$ cat config.mk
export PLATFORM = sky130hd
export DESIGN_NAME = result_stream_out_flat
export DESIGN_NICKNAME = d
export VERILOG_FILES = /design/src/rtl/result_stream_out_if.sv /design/src/rtl/result_stream_out.sv /design/src/flat_wrapper.sv
export SDC_FILE = /design/constraint.sdc
export NUM_CORES = 1
export LEC_CHECK = 0
export CAP_MARGIN = 10
export CELL_PAD_IN_SITES_DETAIL_PLACEMENT = 1
export CELL_PAD_IN_SITES_GLOBAL_PLACEMENT = 2
export CORE_AREA = 4 4 168 170
export DETAILED_ROUTE_END_ITERATION = 6
export DIE_AREA = 0 0 172 174
export MAX_ROUTING_LAYER = met4
export PLACE_DENSITY_LB_ADDON = 0.2
export SLEW_MARGIN = 5
export SYNTH_ARGS = -nofsm -noshare
export SYNTH_HDL_FRONTEND = slang
export SYNTH_SLANG_ARGS = --single-unit
$ cat constraint.sdc
create_clock -name clk -period 5.9 [get_ports clk]
set_input_delay 0.885 -clock clk [delete_from_list [all_inputs] [get_ports clk]]
set_output_delay 0.885 -clock clk [all_outputs]
set_load 0.02 [all_outputs]
$ cat src/rtl/result_stream_out_if.sv
// Lane-wide valid/ready result stream between the drain stage and the host/DMA.
interface result_stream_out_if #(
  parameter int DATA_WIDTH = 32
);
  logic [DATA_WIDTH-1:0] m_data;
  logic                  m_valid;
  logic                  m_ready;
  logic                  m_last;

  modport master (output m_data, m_valid, m_last, input m_ready);
  modport slave  (input m_data, m_valid, m_last, output m_ready);
endinterface

$ cat src/rtl/result_stream_out.sv
// Drains the SIMD result RAM after a stop edge, streaming each word lane by lane
// (lane 0 first) with last on the final beat and a done pulse afterwards.
module result_stream_out #(
  parameter int DATA_WIDTH      = 32,
  parameter int PE_ELEMENTS     = 4,
  parameter int DRAM_DEPTH      = 256,
  parameter int DRAM_ADDR_WIDTH = $clog2(DRAM_DEPTH)
) (
  input  logic                                clk,
  input  logic                                rst,
  input  logic                                stop,
  input  logic [DRAM_ADDR_WIDTH:0]            num_words,
  output logic [DRAM_ADDR_WIDTH-1:0]          ram_rd_addr,
  output logic                                ram_rd_en,
  input  logic [DATA_WIDTH*PE_ELEMENTS-1:0]   ram_rd_data,
  result_stream_out_if.master                 m,
  output logic                                busy,
  output logic                                done
);

  localparam int LANE_W = (PE_ELEMENTS > 1) ? $clog2(PE_ELEMENTS) : 1;
  localparam logic [DRAM_ADDR_WIDTH:0] DEPTH_N   = (DRAM_ADDR_WIDTH+1)'(DRAM_DEPTH);
  localparam logic [LANE_W-1:0]        LAST_LANE = LANE_W'(PE_ELEMENTS-1);

  typedef enum logic [2:0] {
    S_IDLE,
    S_REQ,
    S_WAIT,
    S_SEND,
    S_DONE
  } state_t;

  state_t                              r_state;
  logic                                r_stop_q;
  logic [DRAM_ADDR_WIDTH:0]            r_n;
  logic [DRAM_ADDR_WIDTH-1:0]          r_word_idx;
  logic [LANE_W-1:0]                   r_lane;
  logic [DATA_WIDTH*PE_ELEMENTS-1:0]   r_buf;

  logic                                w_start;
  logic [DRAM_ADDR_WIDTH:0]            w_n_clamp;
  logic                                w_last_word;
  logic                                w_last_lane;
  logic [LANE_W-1:0]                   w_next_lane;
  logic                                w_hs;

  assign w_start     = (r_state == S_IDLE) && stop && !r_stop_q;
  assign w_n_clamp   = (num_words > DEPTH_N) ? DEPTH_N : num_words;
  assign w_last_word = ({1'b0, r_word_idx} == (r_n - 1'b1));
  assign w_last_lane = (r_lane == LAST_LANE);
  assign w_next_lane = r_lane + 1'b1;
  assign w_hs        = m.m_valid && m.m_ready;

  // Stream outputs are loaded one beat ahead so m_data/m_last come straight from flops.
  always_ff @(posedge clk) begin
    if (rst) begin
      r_state     <= S_IDLE;
      r_stop_q    <= 1'b0;
      r_n         <= '0;
      r_word_idx  <= '0;
      r_lane      <= '0;
      r_buf       <= '0;
      ram_rd_addr <= '0;
      ram_rd_en   <= 1'b0;
      m.m_data    <= '0;
      m.m_valid   <= 1'b0;
      m.m_last    <= 1'b0;
      busy        <= 1'b0;
      done        <= 1'b0;
    end else begin
      r_stop_q  <= stop;
      ram_rd_en <= 1'b0;
      done      <= 1'b0;
      case (r_state)
        S_IDLE: begin
          if (w_start) begin
            r_n        <= w_n_clamp;
            r_word_idx <= '0;
            r_lane     <= '0;
            if (w_n_clamp == '0) begin
              r_state <= S_DONE;
              done    <= 1'b1;
            end else begin
              r_state     <= S_REQ;
              ram_rd_en   <= 1'b1;
              ram_rd_addr <= '0;
              busy        <= 1'b1;
            end
          end
        end
        S_REQ: r_state <= S_WAIT;
        S_WAIT: begin
          r_buf     <= ram_rd_data;
          r_lane    <= '0;
          m.m_valid <= 1'b1;
          m.m_data  <= ram_rd_data[DATA_WIDTH-1:0];
          m.m_last  <= w_last_word && (PE_ELEMENTS == 1);
          r_state   <= S_SEND;
        end
        S_SEND: begin
          if (w_hs) begin
            if (!w_last_lane) begin
              r_lane   <= w_next_lane;
              m.m_data <= r_buf[int'(w_next_lane)*DATA_WIDTH +: DATA_WIDTH];
              m.m_last <= w_last_word && (w_next_lane == LAST_LANE);
            end else begin
              m.m_valid <= 1'b0;
              m.m_last  <= 1'b0;
              if (w_last_word) begin
                r_state <= S_DONE;
                done    <= 1'b1;
                busy    <= 1'b0;
              end else begin
                r_word_idx  <= r_word_idx + 1'b1;
                ram_rd_addr <= r_word_idx + 1'b1;
                ram_rd_en   <= 1'b1;
                r_state     <= S_REQ;
              end
            end
          end
        end
        S_DONE:  r_state <= S_IDLE;
        default: r_state <= S_IDLE;
      endcase
    end
  end

endmodule

$ cat src/flat_wrapper.sv
// flat-port wrapper written by rule: the top's interface ports become plain ports
module result_stream_out_flat 
#(
  parameter int DATA_WIDTH      = 32,
  parameter int PE_ELEMENTS     = 4,
  parameter int DRAM_DEPTH      = 256,
  parameter int DRAM_ADDR_WIDTH = $clog2(DRAM_DEPTH)
)
  (clk, rst, stop, num_words, ram_rd_addr, ram_rd_en, ram_rd_data, busy, done, m_m_data, m_m_valid, m_m_last, m_m_ready);
  result_stream_out_if #(.DATA_WIDTH(DATA_WIDTH)) m_i ();
  input  logic clk;
  input  logic rst;
  input  logic stop;
  input  logic [DRAM_ADDR_WIDTH:0] num_words;
  output logic [DRAM_ADDR_WIDTH-1:0] ram_rd_addr;
  output logic ram_rd_en;
  input  logic [DATA_WIDTH*PE_ELEMENTS-1:0] ram_rd_data;
  output logic busy;
  output logic done;
  output wire logic [$bits(m_i.m_data)-1:0] m_m_data;
  output wire logic [$bits(m_i.m_valid)-1:0] m_m_valid;
  output wire logic [$bits(m_i.m_last)-1:0] m_m_last;
  input wire logic [$bits(m_i.m_ready)-1:0] m_m_ready;
  assign m_m_data = m_i.m_data;
  assign m_m_valid = m_i.m_valid;
  assign m_m_last = m_i.m_last;
  assign m_i.m_ready = m_m_ready;
  result_stream_out #(.DATA_WIDTH(DATA_WIDTH), .PE_ELEMENTS(PE_ELEMENTS), .DRAM_DEPTH(DRAM_DEPTH), .DRAM_ADDR_WIDTH(DRAM_ADDR_WIDTH)) u_core (.clk(clk), .rst(rst), .stop(stop), .num_words(num_words), .ram_rd_addr(ram_rd_addr), .ram_rd_en(ram_rd_en), .ram_rd_data(ram_rd_data), .m(m_i), .busy(busy), .done(done));
endmodule
==> out/qor.yml, run 1 <==
outcome:
  status: "completed"
timing:
  fmax_mhz: 343
  hold_viol_final: 0
  fin_crit_sh: 0.495
  whs_ps: 455
  setup_tns_ps: 0
  rsz0062_at_grt: "false"
  fin_worst_skew_ps: 14.3
  period_needed_ps: 2920
  tightest_slew_ps: 1070
  maxSlewHeadroom: 0.289
  drv_slew: 0
  setup_viol: 0
clock_network:
  root_buffer: "clkbuf_16"
  ctsHoldBuffers: 0
  cts_made_buffers: 17
  cts_max_path_buffers: 2
  clkTransAtPathRegs_ps: 80
  tritoncts: "built"
  cts_sinks: 196
  htreeDepth: 4
  clock_latency_ps: 440
  post_cts_buffers: 0
  cts.repair.resized: 0
global_routing:
  first_global_vias: 7602
  grt_pass1_wl_um: 41500
  grt_usage: 0.177
  antenna_found_initial: 1
  grt_start_max_net_pins: 96
  gr-total-overflow: 0
yosys:
  synth_largest_area_cell: "dfxtp_1"
  synth_edf_count: 0
  synth_warnings: 0
  netlist_top_cells_area: "dfxtp_1 (46%), nand2_1 (15%), a21oi_1 (9.0%), mux4_2 (8.5%), a311oi_1 (3.4%)"
  synthesis.nets: 1175
  yosys.cell_types.count: 46
  synth_ff_type: "dfxtp_1"
  yosys_register_bits: 196
  ys_top_cells_by_count: "nand2_1 (345), dfxtp_1 (196), a21oi_1 (152)"
  syn-instance-count: 1030
  syn_area_per_cell_um2: 8.22
  seq_area_frac_synth: 0.463
  yosysMostFrequentCell: "nand2_1"
  netlist_area_mm2: 0.00847
  async_flop_share: 0
  synth_top_area_share: 0.463
worst_hold_path:
  min_path_cells: 2
  worstHoldStart: "u_core.r_buf[21]"
  hold_class: "reg2reg"
  whs_endpoint: "u_core.r_buf[21]"
floorplan:
  dieArea_mm2: 0.0299
  coreArea_mm2: 0.0267
  row_count: 60
  ioPinCount: 186
  die_w_um: 172
  chipHeight_um: 174
  start_util: 0.317
pwr:
  power.leakage_nw: 3.83
  power_density_mw_per_mm2: 299
  ir_drop_mv: 0.152
cells_and_area:
  drive_gt1_frac: 0.0701
  area_delta_synth_final_pct: 30.8
  layout.nets: 1302
  final_area_mm2: 0.0111
drt:
  drt_iter0_markers: 459
  ant_nets: 0
  firstDrtPassIters: 4
  routedWlPerCell_um: 17.2
  drc: 0
  wl_um: 26000
  vias: 7503
  viasPerCell: 4.96
worst_setup_path:
  reg2reg_from: "u_core.r_n[0]"
  worstPathRequired_ps: 6250
  cpMaxStageDelayCell: "o21a_1"
  reg2regPathDepth: 9
  cp-startpoint: "u_core.r_n[0]"
  end_kind: "flip-flop"
  crit_type: "reg2reg"
  path_cells: "inv_1 -> ha_1 -> nor4bb_1 -> o211ai_1 -> a311o_1 -> nor3_2 -> o21a_1 -> a31oi_1 -> o22ai_1"
  reg2reg_slack_ps: 2980
  cp_max_fo: 14
  cp_top_family: "compound AO/OA/AOI/OAI gates"
  reg2reg_to: "u_core.r_word_idx[6]"
  arrival_ps: 3270
  path_buf_inv: 1
  start_kind: "flip-flop"
  cpPeakStageDelay_ps: 520
placement:
  placement.cell_area_mm2: 0.0105
  gp_congestion: 0.756
  dpl.hpwl_um: 16900
  io_buffers: 185
flow_run:
  maxCapViolCount: 0
==> how the worst max path moves through the flow <==
stage / end / cells past startpoint
after floorplan: u_core.m.m_data[10] / 10
after global placement: u_core.ram_rd_addr[6] / 6
after detailed placement: u_core.ram_rd_addr[6] / 6
after CTS: u_core.r_word_idx[6] / 9
after global routing: u_core.r_word_idx[6] / 9
final: u_core.r_word_idx[6] / 9
==> placed cells by master, fill, tap and decap left out, drive strengths merged, types with 10 or more instances in the layout <==
cell type / netlist / routed
a311oi: 33 / 33
mux4: 32 / 32
dfxtp: 196 / 196
clkbuf: 71 / 19
inv: 11 / 20
xnor2: 10 / 10
o21ai: 13 / 13
nor2: 58 / 58
nand2: 345 / 345
nor3: 10 / 10
a21oi: 152 / 152
nand3: 13 / 13
clkdlybuf4s50: 0 / 184
==> cell type report <==
class	count	area, um2
well taps	341	427
inverters	11	41.3
multi-input cells	738	4190
repair buffers	193	1910
diodes	1	2.50
flip-flops and latches	196	3930
clock buffers	19	433
fillers	3141	15700
clock inverters	13	136
==> per-stage QoR <==
step | power, mW | worst slack, ps | util | cells
after floorplan | 1.91 | 2790 | - | 1030
after global placement | 2.19 | 2820 | 0.393 | 1479
after detailed placement | 2.20 | 2730 | 0.393 | 1479
after CTS | 3.37 | 2970 | 0.414 | 1511
after global routing | 3.49 | 2680 | 0.414 | 1512
final | 3.31 | 2980 | 0.414 | 1512
==> flip-flops by register name, summed over array words and instances (netlist names) <==
| signal | count |
|---|---|
| u_core.ram_rd_addr | 8 |
| u_core.done | 1 |
| u_core.ram_rd_en | 1 |
| u_core.r_stop_q | 1 |
| u_core.r_lane | 2 |
| u_core.m.m_data | 32 |
| u_core.r_state | 3 |
| u_core.r_buf | 128 |
| u_core.m.m_valid | 1 |
| u_core.r_n | 9 |
| u_core.m.m_last | 1 |
| u_core.busy | 1 |
| u_core.r_word_idx | 8 |
==> cells by family (layout without fill, tap and decap cells) <==
kind of cell               count (synthesis)  count (layout)  synth area share
and+or+nand+nor                          461             461             0.223
AOI/OAI and AO/OA                        216             216             0.150
DFF                                      196             196             0.463
buffers and inverters                     96             236            0.0457
muxes                                     41              41            0.0958
xor gates and xnor gates                  16              16            0.0166
adders and majority gates                  4               4           0.00591
other                                      0               1                 0
==> metal layers <==
metal / vias up / wire length [um] / global-route usage
met5: - / 0 / -
met2: 127 / 12600 / 0.281
met3: 18 / 1000 / 0.0341
met1: 3594 / 12200 / 0.237
li1: 3764 / - / -
met4: 0 / 182 / 0.0347
==> tightest hold or removal path, cell delays in order (launching register included) <==
cell     delay [ps]
dfxtp_1         310
nand2_1          50
a21oi_1          50
==> power by group <==
| group | internal, mW | total (mW) | switching, mW |
|---|---|---|---|
| clock | 0.567 | 1.15 | 0.582 |
| sequential | 1.44 | 1.51 | 0.0736 |
| combinational | 0.287 | 0.646 | 0.360 |
| total | 2.29 | 3.31 | 1.02 |
Power figures use the tool's default switching activity.
==> inputs of run 2 (changes only) <==
--- a/config.mk
+++ b/config.mk
@@ -8,9 +8,9 @@
 export CAP_MARGIN = 10
 export CELL_PAD_IN_SITES_DETAIL_PLACEMENT = 1
 export CELL_PAD_IN_SITES_GLOBAL_PLACEMENT = 2
-export CORE_AREA = 4 4 168 170
+export CORE_AREA = 4 4 176 178
 export DETAILED_ROUTE_END_ITERATION = 6
-export DIE_AREA = 0 0 172 174
+export DIE_AREA = 0 0 180 182
 export MAX_ROUTING_LAYER = met4
 export PLACE_DENSITY_LB_ADDON = 0.2
 export SLEW_MARGIN = 5
==> constraint.sdc (replaced) <==
create_clock -name clk -period 2.8 [get_ports clk]
set_input_delay 0.42 -clock clk [delete_from_list [all_inputs] [get_ports clk]]
set_output_delay 0.42 -clock clk [all_outputs]
set_load 0.02 [all_outputs]
==> out/qor.yml, run 2 (same netlist as run 1, synthesis figures left out) <==
outcome:
  status: "completed"  # unchanged
worst_setup_path:
  path_buf_inv: 1  # unchanged
  end_kind: "flip-flop"  # unchanged
  path_cells: "inv_1 -> ha_2 -> nor4bb_1 -> o211ai_1 -> a311o_1 -> nor3_2 -> o21ai_2 -> nand2_1 -> mux2i_1"  # was inv_1 -> ha_1 -> nor4bb_1 -> o211ai_1 -> a311o_1 -> nor3_2 -> o21a_1 -> a31oi_1 -> o22ai_1
  cpMaxStageDelayCell: "dfxtp_1"  # was o21a_1
  crit_type: "reg2reg"  # unchanged
  cp_top_family: "simple AND/OR/NAND/NOR gates"  # was compound AO/OA/AOI/OAI gates
  cpPeakStageDelay_ps: 360  # was 520 ps
  arrival_ps: 2860  # was 3270 ps
  cp_max_fo: 9  # was 14
  start_kind: "flip-flop"  # unchanged
  worstPathRequired_ps: 3160  # was 6250 ps
timing:
  fmax_mhz: 400  # was 343 MHz
  rsz0062_at_grt: "false"  # unchanged
  whs_ps: 413  # was 455 ps
  drv_slew: 0  # unchanged
  setup_tns_ps: 0  # unchanged
  fin_worst_skew_ps: 20.5  # was 14.3 ps
  period_needed_ps: 2500  # was 2920 ps
  setup_viol: 0  # unchanged
  fin_crit_sh: 0.893  # was 0.495
  hold_viol_final: 0  # unchanged
  maxSlewHeadroom: 0.598  # was 0.289
  tightest_slew_ps: 603  # was 1070 ps
worst_hold_path:
  hold_class: "in2reg"  # was reg2reg
cells_and_area:
  largest_reg_flops: 128  # unchanged
  instances_no_fill: 1574  # was 1512
  layout_common_cells: "nand2_1 (345), dfxtp_1 (195), clkdlybuf4s50_1 (184), a21oi_1 (151), nor2_1 (56)"  # unchanged
  finish.utilization: 0.385  # was 0.414
  area_delta_synth_final_pct: 33.7  # was 30.8%
  top_register: "u_core.r_buf"  # unchanged
  final_common_cell: "nand2_1"  # unchanged
  top_regs: "u_core.r_buf (128), u_core.m.m_data (32), u_core.r_n (9)"  # unchanged
  drive_gt1_frac: 0.0821  # was 0.0701
  layout.nets: 1314  # was 1302
clock_network:
  post_cts_buffers: 0  # unchanged
  htreeDepth: 4  # unchanged
  tritoncts: "built"  # unchanged
  clkTransAtPathRegs_ps: 80  # about the same
  cts_sinks: 196  # unchanged
  cts_made_buffers: 17  # unchanged
  root_buffer: "clkbuf_16"  # unchanged
  cts_max_path_buffers: 2  # unchanged
  clock_latency_ps: 440  # about the same
pwr:
  power_density_mw_per_mm2: 626  # was 299 mW/mm2
  ir_drop_mv: 0.368  # was 0.152 mV
  power.leakage_nw: 3.92  # was 3.83 nW
  power_mw: 7.09  # was 3.31 mW
floorplan:
  chipHeight_um: 182  # was 174 um
  dieArea_mm2: 0.0328  # was 0.0299 mm2
  coreArea_mm2: 0.0294  # was 0.0267 mm2
  row_count: 63  # was 60
  start_util: 0.288  # was 0.317
  ioPinCount: 186  # unchanged
  die_w_um: 180  # was 172 um
drt:
  ant_nets: 0  # unchanged
  drc: 0  # unchanged
  routedWlPerCell_um: 17.0  # was 17.2 um
  viasPerCell: 4.80  # was 4.96
  vias: 7557  # was 7503
  firstDrtPassIters: 4  # unchanged
  wl_um: 26700  # was 26000 um
  drt_iter0_markers: 392  # was 459
global_routing:
  antenna_found_initial: 2  # was 1
  gr-total-overflow: 0  # unchanged
  grt_start_max_net_pins: 90  # was 96
  first_global_vias: 7894  # was 7602
  grt_usage: 0.165  # was 0.177
  grt_pass1_wl_um: 42700  # was 41500 um
placement:
  place_inst: 1540  # was 1479
  io_buffers: 185  # unchanged
  dpl.hpwl_um: 17700  # was 16900 um
  gp_congestion: 0.761  # was 0.756
flow_run:
  maxCapViolCount: 0  # unchanged
run 2: worst paths after layout:
| path | slack, ps | from | depth (start not counted) | to |
|---|---|---|---|---|
| max | 300 | u_core.r_n[0] | 9 | u_core.ram_rd_addr[4] |
| min | 410 | rst | 2 | u_core.r_n[3] |
| max reg2reg | 300 | u_core.r_n[0] | 9 | u_core.ram_rd_addr[4] |
| min reg2reg | 460 | u_core.r_buf[27] | 2 | u_core.r_buf[27] |
run 2: final cells by class:
type	instances	area, um2
diodes	2	5.00
clock buffers	17	425
clock inverters	15	174
fillers	3447	18100
inverters	11	41.3
multi-input cells	738	4190
flip-flops and latches	196	3930
well taps	390	488
repair buffers	205	2070
run 2: worst reg2reg max path, cell delays in order (launching register included):
cell	delay (ps)
dfxtp_1	360
inv_1	70
ha_2	290
nor4bb_1	310
o211ai_1	120
a311o_1	340
nor3_2	240
o21ai_2	190
nand2_1	290
mux2i_1	230
run 2: power breakdown:
group	internal [mW]	switching, mW	total [mW]
Clock	1.22	1.29	2.51
Sequential	3.03	0.145	3.17
Combinational	0.634	0.775	1.41
run 2: through the flow:
stage / setup slack (ps) / cell area [um2]
after floorplan: 116 / 8470
after global placement: 316 / 10700
after detailed placement: 230 / 10700
after CTS: 204 / 11300
after global routing: 61.2 / 11300
final: 300 / 11300
run 2: metal layers:
metal	track usage	part of all wire
met3	0.0248	0.027
met4	0.0372	0.0084
met1	0.216	0.48
met2	0.273	0.48
met5	-	0
run 2: timing repair:
action,4_1_cts,5_1_grt
gates resized for setup,0,1
setup endpoints to repair,0,5
hold buffers,0,0
